## config.mk

```make
export PLATFORM = sky130hd
export DESIGN_NAME = pc_gen
export DESIGN_NICKNAME = d
export VERILOG_FILES = /design/src/rtl/pc_gen.sv
export SDC_FILE = /design/constraint.sdc
export NUM_CORES = 1
export LEC_CHECK = 0
export CORE_UTILIZATION = 40
export DETAILED_ROUTE_END_ITERATION = 10
export GPL_TIMING_DRIVEN = 0
export HOLD_SLACK_MARGIN = 0.05
export PLACE_DENSITY = 0.69
export RECOVER_POWER = 25
export SYNTH_ARGS = -nofsm -noshare
export SYNTH_HDL_FRONTEND = slang
export SYNTH_SLANG_ARGS = --single-unit
```

## constraint.sdc

```tcl
create_clock -name clk -period 6.3 [get_ports clk]
set_input_delay 1.89 -clock clk [delete_from_list [all_inputs] [get_ports clk]]
set_output_delay 1.89 -clock clk [all_outputs]
set_load 0.02 [all_outputs]
```

## src/rtl/pc_gen.sv

```systemverilog
// -----------------------------------------------------------------------------
// pc_gen -- instruction fetch program counter generator with return-address
// stack (RAS) prediction.
//
// Next-PC priority each rising edge: trap > redirect > RAS pop > sequential >
// hold. A misaligned redirect target diverts to TRAP_VECTOR and raises
// misalign_err for the following cycle.
//
// Ports:
//   clk            in   clock, rising edge
//   rst            in   asynchronous active-low reset
//   stall          in   pipeline hold (blocks sequential advance and RAS ops)
//   if_ready       in   instruction memory accepts pc_out
//   trap_valid     in   trap request
//   redirect_valid in   resolved branch/jump from execute
//   redirect_pc    in   redirect target
//   ras_push       in   call decoded, push ras_push_addr
//   ras_push_addr  in   return address of the call
//   ras_pop        in   return decoded, predict from RAS top
//   pc_out         out  current fetch PC (registered)
//   pc_valid       out  pc_out is a valid fetch request
//   misalign_err   out  one-cycle pulse after a misaligned redirect
//   ras_count      out  occupied RAS entries
//   ras_empty      out  ras_count == 0
// -----------------------------------------------------------------------------
module pc_gen #(
   parameter int                XLEN         = 32,
   parameter logic [XLEN-1:0]   RESET_VECTOR = 32'h0000_0000,
   parameter logic [XLEN-1:0]   TRAP_VECTOR  = 32'h0000_0100,
   parameter int                RAS_DEPTH    = 4
) (
   input  logic                           clk,
   input  logic                           rst,
   input  logic                           stall,
   input  logic                           if_ready,
   input  logic                           trap_valid,
   input  logic                           redirect_valid,
   input  logic [XLEN-1:0]                redirect_pc,
   input  logic                           ras_push,
   input  logic [XLEN-1:0]                ras_push_addr,
   input  logic                           ras_pop,
   output logic [XLEN-1:0]                pc_out,
   output logic                           pc_valid,
   output logic                           misalign_err,
   output logic [$clog2(RAS_DEPTH+1)-1:0] ras_count,
   output logic                           ras_empty
);

   localparam int CW = $clog2(RAS_DEPTH + 1);
   localparam int PW = $clog2(RAS_DEPTH);
   localparam logic [CW-1:0] DEPTH_C = CW'(RAS_DEPTH);

   logic [XLEN-1:0] pc_q, pc_d;
   logic            pc_valid_q;
   logic            misalign_q, misalign_d;
   logic [CW-1:0]   cnt_q, cnt_d;
   logic [PW-1:0]   top_q, top_d;

   // RAS storage: contents are deliberately not reset, only the pointer/count.
   logic [XLEN-1:0] ras_mem [RAS_DEPTH];
   logic            wr_en;
   logic [PW-1:0]   wr_idx;

   logic fire;
   logic empty;

   assign fire  = pc_valid_q & if_ready & ~stall & ~trap_valid & ~redirect_valid;
   assign empty = (cnt_q == '0);

   always_comb begin
      pc_d       = pc_q;
      misalign_d = 1'b0;
      cnt_d      = cnt_q;
      top_d      = top_q;
      wr_en      = 1'b0;
      wr_idx     = top_q;

      if (trap_valid) begin
         pc_d  = TRAP_VECTOR;
         cnt_d = '0;
      end else if (redirect_valid) begin
         if (redirect_pc[1:0] != 2'b00) begin
            pc_d       = TRAP_VECTOR;
            misalign_d = 1'b1;
         end else begin
            pc_d = redirect_pc;
         end
      end else if (fire) begin
         if (ras_pop && !empty) begin
            pc_d = ras_mem[top_q];
            if (ras_push) begin
               // Call and return together: the popped slot is reused in place.
               wr_en  = 1'b1;
               wr_idx = top_q;
            end else begin
               top_d = top_q - 1'b1;
               cnt_d = cnt_q - 1'b1;
            end
         end else begin
            // Sequential fetch; a pop on an empty stack falls through here.
            pc_d = pc_q + XLEN'(4);
            if (ras_push) begin
               // When full, top+1 wraps onto the oldest entry and overwrites it.
               wr_en  = 1'b1;
               wr_idx = top_q + 1'b1;
               top_d  = top_q + 1'b1;
               if (cnt_q != DEPTH_C) begin
                  cnt_d = cnt_q + 1'b1;
               end
            end
         end
      end
   end

   always_ff @(posedge clk or negedge rst) begin
      if (!rst) begin
         pc_q       <= RESET_VECTOR;
         pc_valid_q <= 1'b0;
         misalign_q <= 1'b0;
         cnt_q      <= '0;
         top_q      <= '0;
      end else begin
         pc_q       <= pc_d;
         pc_valid_q <= 1'b1;
         misalign_q <= misalign_d;
         cnt_q      <= cnt_d;
         top_q      <= top_d;
      end
   end

   always_ff @(posedge clk) begin
      if (wr_en) begin
         ras_mem[wr_idx] <= ras_push_addr;
      end
   end

   assign pc_out       = pc_q;
   assign pc_valid     = pc_valid_q;
   assign misalign_err = misalign_q;
   assign ras_count    = cnt_q;
   assign ras_empty    = empty;

endmodule

```

==> metrics.txt <==
result of the run=complete, no violations; Yosys reg bits=between 150 and 200; Detailed Routing Iterations Pass 1=7; final cell count without fillers=866; endpoint of the worst-slack reg-to-reg timing path=ras_mem[0][17]; initial drt markers=452; fraction of synthesized cell area in xor and xnor cells=less than 1%; number of antenna-violating nets in the routed design=0; overflow left after global routing=0; Max transition margin=19.5%; Core Footprint=18,000 sq um; worst skew pair latency=about 0.43 ns; prevailing post-synth register cell=sky130_fd_sc_hd__edfxtp_1; TritonCTS buffer count=17; number of cells in the design after placement=around 830; number of buffers inserted for hold repair after clock tree synthesis=0; maximum number of pins on one net before global-route repair=24; post-synthesis compound-gate area fraction=11.8%; H-Tree Depth=4; depth of the most critical reg-to-reg path=7; Clock Sink Count=167; Mapped Avg Cell Area=14.9 sq um; Starting Density=40.7%; Synth async-reset ratio=23.4%; startpoint types=input port; vias in the first global route=around 4.8k; routability-driven placement congestion ratio=about 0.9; half-perimeter wire length after placement=12,700 um; Post-Synth Simple-Gate Area=under 10%; largest clock skew in the final design=~0.007 ns; IO buf count=approximately 110; class of the most critical hold timing path=flip-flop to flip-flop; maximum buffer depth of the clock tree=2; die height=around 140 um; worst path arrival time=4.07 ns; sequential share of the synthesized area=65.9%; buffers inserted by post-CTS timing repair=0; hold_sp=pc_out[1]; leading post-synthesis cells by cell area=sky130_fd_sc_hd__edfxtp_1 53%, sky130_fd_sc_hd__dfrtp_1 13%, sky130_fd_sc_hd__mux4_2 8.3%; Post-Syn Nets=approximately 570; Synthesis Warnings=0; number of slew-limit violations in the final report=0; total number of vias=slightly below 5k; Ports=110; Placement Rows=49; post-synth top area share=52.6%; count of flip-flops with a built-in enable after synthesis=approximately 130; CTS root buf=sky130_fd_sc_hd__clkbuf_16; detailed-route DRC error count=0; mux contribution to synthesized area=roughly a tenth; Hold Path Stages=2; power density of the placed cells=296 nW/um^2; critical path class=input port to flip-flop; global-route usage over all layers=between 10% and 20%; Final Hold Fails=0; combinational family with the most area after synthesis=compound AO/OA/AOI/OAI gates; peak ir drop on the vdd network=~0.19 mV; most numerous cell in the Yosys netlist=sky130_fd_sc_hd__edfxtp_1; static leakage=3.20 nW; wire length of the first global-routing pass=26,700 um; required time at the endpoint of the critical path=around 6.4 ns; Highest Clock Rate=254 MHz; number of different library cells in the post-synthesis netlist=59; area leader, netlist=sky130_fd_sc_hd__edfxtp_1; setup slack, reg-to-reg=3.62 ns; area grow syn2layout=28.3%; cell area after synthesis=between 7000 and 8000 sq um; post-layout util=52.2%; critical path capture point type=flip-flop; number of antenna violations at the first check in global routing=1; number of gates given a new drive strength after cts=0; share of synthesized cell area in full adder, half adder and majority cells=0.445%; area of the die=18,800 sq um; antenna fix cells=0; final setup vio count=0; destination of the worst hold path=pc_out[1]; top cell types by occurrence after synthesis=128 x sky130_fd_sc_hd__edfxtp_1, 39 x sky130_fd_sc_hd__dfrtp_1, 37 x sky130_fd_sc_hd__a21oi_1, 33 x sky130_fd_sc_hd__nor2_1, 31 x sky130_fd_sc_hd__nand2_1; Crit Reg-Reg Startpoint=ras_count[0]; drt via density=5.67; transition time of the tightest slew-check pin=1.21 ns; sum of routed wire length over all layers=17,400 um; Cells after Synth=491; max capacitance violation total=0; unrepaired setup endpoints after global routing=no; clock transition at the register clock pins on the worst setup and hold paths after CTS=approximately 0.070 ns; x dimension of the die=137 um; wire length per cell after detailed routing=20.1 um; clock tree from TritonCTS=yes; share of the clock period used by the worst path=between 60% and 70%; maximum fanout count along the critical path=22; final period demand of the worst path=about 3.9 ns; net total in the final layout=approximately 700; layout cells sized above 1=14.4%
-- logic make-up after synthesis --
logic type,count (synthesis)
compound gates,125
xor+xnor,8
fa+ha+maj,2
buf+inv,38
flops,167
mux,32
other cells,1
simple gates,118
-- worst max-delay path by stage --
| stage | from | endpoint | slack (ns) | depth (start not counted) |
|---|---|---|---|---|
| global route | trap_valid | ras_mem[1][22] | 2.22 | 7 |
| CTS | ras_pop | ras_mem[0][17] | 2.36 | 8 |
| global placement | ras_pop | ras_mem[0][12] | -0.17 | 7 |
| detailed placement | ras_pop | ras_mem[0][12] | 1.90 | 8 |
| floorplan | ras_pop | ras_mem[0][0] | 1.66 | 6 |
| finish | ras_pop | ras_mem[0][17] | 2.37 | 8 |
-- placed cells by master (no fill, tap or decap), types with 11 or more instances in the layout --
| master | count |
|---|---|
| sky130_fd_sc_hd__dlygate4sd3_1 | 14 |
| sky130_fd_sc_hd__clkdlybuf4s50_1 | 94 |
| sky130_fd_sc_hd__a221o_1 | 12 |
| sky130_fd_sc_hd__a221oi_1 | 11 |
| sky130_fd_sc_hd__inv_1 | 13 |
| sky130_fd_sc_hd__a21oi_1 | 36 |
| sky130_fd_sc_hd__nand3_1 | 15 |
| sky130_fd_sc_hd__mux4_2 | 27 |
| sky130_fd_sc_hd__nor2_1 | 30 |
| sky130_fd_sc_hd__o21ai_0 | 19 |
| sky130_fd_sc_hd__buf_2 | 16 |
| sky130_fd_sc_hd__nand2_1 | 31 |
| sky130_fd_sc_hd__dfrtp_1 | 39 |
| sky130_fd_sc_hd__edfxtp_1 | 128 |
| sky130_fd_sc_hd__clkbuf_16 | 17 |
-- where the power goes --
part / leakage (nW) / switching (mW) / total [mW] / internal (mW)
combinational: 1.25 / 0.249 / 0.513 / 0.264
sequential: 1.67 / 0.0307 / 1.24 / 1.21
clock: 0.282 / 0.434 / 1.02 / 0.585
-- registers in the layout, indices dropped and copies added (netlist names) --
signal / cells
top_q: 2
pc_out: 32
ras_mem: 128
misalign_err: 1
pc_valid: 1
ras_count: 3
-- per-stage QoR --
| step | worst slack (ns) | TNS [ns] | total power [mW] | instance area (sq um) | hold WS, ns |
|---|---|---|---|---|---|
| 5_1_grt | 2.22 | 0 | 2.87 | 9380 | 0.581 |
| 2_1_floorplan | 1.66 | 0 | 1.59 | 7310 | 0.634 |
| 6_report | 2.37 | 0 | 2.78 | 9380 | 0.562 |
| 4_1_cts | 2.36 | 0 | 2.80 | 9400 | 0.563 |
| 3_5_place_dp | 1.90 | 0 | 1.79 | 8820 | 0.548 |
| 3_3_place_gp | -0.171 | -5.41 | 1.77 | 8690 | 0.543 |
-- worst max-delay path, stage by stage --
cell and delay [ns]:
sky130_fd_sc_hd__clkdlybuf4s50_1 0.42, sky130_fd_sc_hd__o31a_1 0.13, sky130_fd_sc_hd__inv_1 0.07, sky130_fd_sc_hd__buf_2 0.22, sky130_fd_sc_hd__buf_1 0.41, sky130_fd_sc_hd__nand3_1 0.20, sky130_fd_sc_hd__a21oi_4 0.45, sky130_fd_sc_hd__buf_12 0.24
-- layer usage --
metal  wire length (um)  global-route usage [%]
met3               1090                    4.60
met4                480                    8.55
met2               8470                    31.3
met5                 11                       0
met1               7390                    25.3
-- cell type report --
cell class | instances | area, sq um
Buffer | 25 | 134
Clock buffer | 17 | 425
Clock inverter | 15 | 153
Fill cell | 1474 | 8590
Inverter | 13 | 48.8
Multi-Input combinational cell | 286 | 2340
Sequential cell | 167 | 4820
Tap cell | 229 | 287
Timing Repair Buffer | 114 | 1170
No activity file was read; power rests on OpenSTA's default activity.
==> edit 1: new RTL, config.mk and constraints unchanged <==
Change the parameter `RAS_DEPTH` from 4 to 2.
--- a/src/rtl/pc_gen.sv
+++ b/src/rtl/pc_gen.sv
@@ -27,7 +27,7 @@
    parameter int                XLEN         = 32,
    parameter logic [XLEN-1:0]   RESET_VECTOR = 32'h0000_0000,
    parameter logic [XLEN-1:0]   TRAP_VECTOR  = 32'h0000_0100,
-   parameter int                RAS_DEPTH    = 4
+   parameter int                RAS_DEPTH    = 2
 ) (
    input  logic                           clk,
    input  logic                           rst,
Ports: changed (resized ras_count); port bits go from 110 to 109. No check against the original RTL was run, so the function may have changed too.
==> edit 1 against the original RTL <==
The run now ends with capacitance limit, slew limit left. Die area fell by 32%. Non-clock buffer count down 3. Sequential cell count fell by 66. Routed wire length decreased by 14%. Combinational power decreased by 37%. Register-to-register slack gained 0.20 ns. Power decreased by 39%. Maximum frequency is 1.1% lower. Sequential share of layout area is 8.2 points lower. Design area is 30% lower. Setup slack lost 0.043 ns. Synthesized area decreased by 33%.
==> edit 1: results (changes against the original RTL) <==
| Metric | Value |
|---|---|
| Largest net degree at the start of global routing | 38 (+58%) |
| Post-Syn Instances | 433 (-12%) |
| Peak VDD IR | 0.000134 V (-29%) |
| Initial antenna violation count | 0 (-1) |
| Status | finished with violations |
| Max Clock Skew | 0.00637 ns (-0.000658 ns) |
| Synth Net Count | 506 (-10%) |
| GRT Total Usage | 24.5% (+5.0 points) |
| Number of flops mapped to enable cells by yosys | 64 (-50%) |
| WP data arrival | 4.03 ns (-0.04 ns) |
| Final HPWL DP | 10500 um (-18%) |
| First-pass GRT wire length | 23300 um (-13%) |
| DR pass1 iterations | 6 (-1) |
| Worst-margin pin slew | 2.19 ns (+0.983 ns) |
| Fin cells | 707 (-18%) |
| Slew Limit Fails | 38 (+38) |
| Number of port buffers | 108 (-0.92%) |
| Max FFs per register | 64 (-50%) |
| Pre-CTS setup slack | 1.96 ns (+0.0602 ns) |
| Max-cap viol count | 1 (+1) |
| Synth top area cells | edfxtp_1, dfrtp_1, o21ai_0 |
| Placed insts | 691 (-17%) |
| CP max FO | 18 (-18%) |
| GPL Wtd Cong | 0.874 (-0.88%) |
| Ys async rst share | 36.6% (+13 points) |
| Layout cells sized above 1 | 9.46% (-5.0 points) |
| Crit. Startpoint | trap_valid |
| CTS HTree Levels | 3 (-1) |
| Failing checks | capacitance limit, slew limit |
| Reg-to-reg startpoint | top_q |
| Drt total wl | 15000 um (-14%) |
-- edit 1: layout make-up --
cell class	count	area (sq um)
Sequential cell	101	2850
Multi-Input combinational cell	304	1960
Tap cell	147	184
Inverter	3	11.3
Buffer	25	109
Clock inverter	7	119
Fill cell	1078	5420
Timing Repair Buffer	111	1130
Clock buffer	9	225
-- edit 1: worst max-delay path, stage by stage --
cell             delay (ns)
clkdlybuf4s50_1        0.53
nor2_1                 0.50
nand3_1                0.34
nor2b_4                0.54
buf_16                 0.23
-- edit 1: kinds of logic after synthesis --
kind of cell / share of synthesized area, %
muxes: 7.18
adders and majority gates: 0.255
buffers and inverters: 2.45
and+or+nand+nor: 15.2
other: 0.0764
AOI/OAI and AO/OA: 15.9
DFF: 58.0
xor gates and xnor gates: 0.892
-- edit 1: per-layer routing --
| metal | share of wire, % | wire (um) | track usage (%) |
|---|---|---|---|
| met1 | 43 | 6510 | 32.4 |
| met2 | 49 | 7350 | 40.8 |
| met3 | 5.3 | 790 | 3.43 |
| met4 | 2.2 | 336 | 9.78 |
| met5 | 0 | 0 | 0 |
-- edit 1: final timing paths --
kind | end | slack [ns] | cells after the start
setup / recovery | ras_mem[0][14] | 2.32 | 5
hold / removal | pc_out[1] | 0.52 | 2
setup reg to reg | ras_mem[0][14] | 3.82 | 6
hold reg to reg | pc_out[1] | 0.52 | 2
max in group asynchronous | ras_count[1] | 2.77 | 2
min in group asynchronous | pc_out[24] | 2.26 | 2
-- edit 1: report_power, final --
part           switching (mW)  total, mW  internal [mW]
Sequential             0.0199      0.742          0.722
Clock                   0.253      0.643          0.390
Combinational           0.169      0.321          0.152
Total                   0.441       1.70           1.26
-- edit 1: metrics by stage --
step                      power [mW]  instance area, sq um  util, %
after floorplan                0.934                  4910        -
after detailed placement        1.08                  6260     52.1
after global routing            1.76                  6590     54.9
after CTS                       1.72                  6610     55.0
final                           1.70                  6590     54.9
after global placement          1.07                  6180     51.4
==> edit 2: new RTL, same flow settings <==
Without the edit above. Reset style: synchronous (`rst`), changed in one clocked block. Comments in the files are not updated.
--- a/src/rtl/pc_gen.sv
+++ b/src/rtl/pc_gen.sv
@@ -112,7 +112,7 @@
       end
    end
 
-   always_ff @(posedge clk or negedge rst) begin
+   always_ff @(posedge clk) begin
       if (!rst) begin
          pc_q       <= RESET_VECTOR;
          pc_valid_q <= 1'b0;
Function: differs if rst is asserted again (counterexample within 4 cycles, from zero or initial values and one cycle with rst low); with rst held inactive, the same outputs for 4 cycles.
==> edit 2 against the original RTL <==
Synthesized cell count decreased by 1.0%. Sequential cell count is 2 higher. Synthesized area down 2.1%. Design area decreased by 1.1%. Routed wire length is 1.4% higher. Register-to-register slack got worse by 0.10 ns. Global-route usage up 1.1 points. Setup slack worse by 0.33 ns.
Power is not compared: it rests on default switching activity, and its combinational part moved more than twofold at a synthesized area within 25%.
==> edit 2: results (changes against the original RTL) <==
| Metric | Value |
|---|---|
| Synth Net Count | 560 (-0.88%) |
| Mux share of post-synthesis cell area | 10.5% (+0.38 points) |
| Layout cells sized above 1 | 14.3% (-0.18 points) |
| Status | complete, no violations |
| Ys async rst share | 0% (-23 points) |
| Top post-synthesis cells by count | edfxtp_1, dfxtp_1, nor2_1 |
| Grt met3 use | 4.23% (-0.37 points) |
| CTS Buffer Depth | 2 (unchanged) |
| Nets | 692 (-0.86%) |
| Largest net degree at the start of global routing | 22 (-8.3%) |
| First-pass GRT wire length | 27500 um (+3.1%) |
| Number of port buffers | 108 (-0.92%) |
| Post-Syn Instances | 486 (-1.0%) |
| Synth Area in Compound Gates | 8.45% (-3.3 points) |
| Vias per cell | 5.68 (+0.12%) |
| Area Overhead vs Synth | 29.6% |
| Met2 routed WL | 8660 um (+2.2%) |
| Max Clock Skew | 0.00723 ns (+0.000194 ns) |
| M2 GR Usage | 32.1% (+0.77 points) |
| Xor-xnor portion of the synthesized cell area | 3.80% (+2.8 points) |
| Pre-CTS setup slack | 1.60 ns (-0.304 ns) |
| DP Area | 8680 sq um (-1.6%) |
| Worst path slowest cell | a211oi_4 |
| CP max FO | 13 (-41%) |
| # fillers | 1425 (-3.3%) |
| Drt total wl | 17700 um (+1.4%) |
| GPL Wtd Cong | 0.894 (+1.3%) |
| Synth Area in Adders | 0.455% (+0.0097 points) |
| Synth top area cells | edfxtp_1, dfxtp_1, mux4_2 |
| Peak VDD IR | 0.000213 V |
| Worst rel slew slack | 52.6% (+33 points) |
| Initial antenna violation count | 0 (-1) |
| Clock root buffer | clkbuf_16 |
| WP data arrival | 4.40 ns (+0.33 ns) |
| Placed insts | 824 (-1.2%) |
| Starting DRC count in detailed routing | 410 (-9.3%) |
| Wire length on met1 | 7430 um (+0.55%) |
| Synth cell types | 53 (-10%) |
| Vias | 4858 (-1.0%) |
| CP peak stage delay | 0.66 ns (+0.21 ns) |
| DR pass1 iterations | 5 (-2) |
| Grt met1 use | 28.1% (+2.8 points) |
| Final HPWL DP | 12800 um (+0.97%) |
| Register area share after synthesis | 65.2% (-0.74 points) |
| GRT Total Usage | 20.6% (+1.1 points) |
| Antenna diodes | 0 (unchanged) |
| Metal3 WL | 1210 um (+11%) |
| Uppermost routed layer | met4 |
| Worst path top cell family by delay | simple AND/OR/NAND/NOR gates |
[edit 2: changes by cell type after synthesis, moves of 7 or more]
| cell | change |
|---|---|
| a21oi_1 | -27 |
| nor2b_1 | +9 |
| a2bb2oi_1 | -8 |
| a221o_1 | -9 |
| clkbuf_1 | +7 |
| a22oi_1 | +11 |
| xnor2_1 | +15 |
| dfrtp_1 | -39 |
| dfxtp_1 | +41 |
| nand2_1 | -7 |
| inv_1 | -8 |
| xor2_1 | +8 |
[edit 2: cells by family (layout without fill, tap and decap cells)]
family	Yosys count	count (layout)
buffers and inverters	33	178
AO/OA/AOI/OAI	83	83
AND/OR/NAND/NOR	133	133
XOR/XNOR	31	31
multiplexers	35	35
flip-flops	169	169
adder cells (fa/ha/maj)	2	2
[edit 2: power by group through the flow]
stage	clock network [mW]	registers (mW)	logic, mW
2_1_floorplan	0	1.23	0.0310
3_3_place_gp	0	1.23	0.106
3_5_place_dp	0	1.23	0.110
4_1_cts	1.05	1.21	0.111
5_1_grt	1.10	1.21	0.116
6_report	1.04	1.21	0.108
[edit 2: cell type report]
| cell class | count | share of cell area (%) |
|---|---|---|
| flip-flops and latches | 169 | 50.3 |
| multi-input cells | 284 | 25.6 |
| repair buffers | 113 | 13.0 |
| clock buffers | 19 | 4.78 |
| well taps | 225 | 3.04 |
| clock inverters | 13 | 1.57 |
| plain buffers | 28 | 1.43 |
| inverters | 5 | 0.202 |
[edit 2: path summary, 6_finish.rpt]
check,startpoint,end,slack [ns],cells past startpoint
max,redirect_valid,ras_mem[1][30],2.04,6
min,flip-flop,flip-flop,0.50,2
max reg2reg,ras_count[1],ras_mem[1][30],3.52,7
min reg2reg,flip-flop,flip-flop,0.50,2
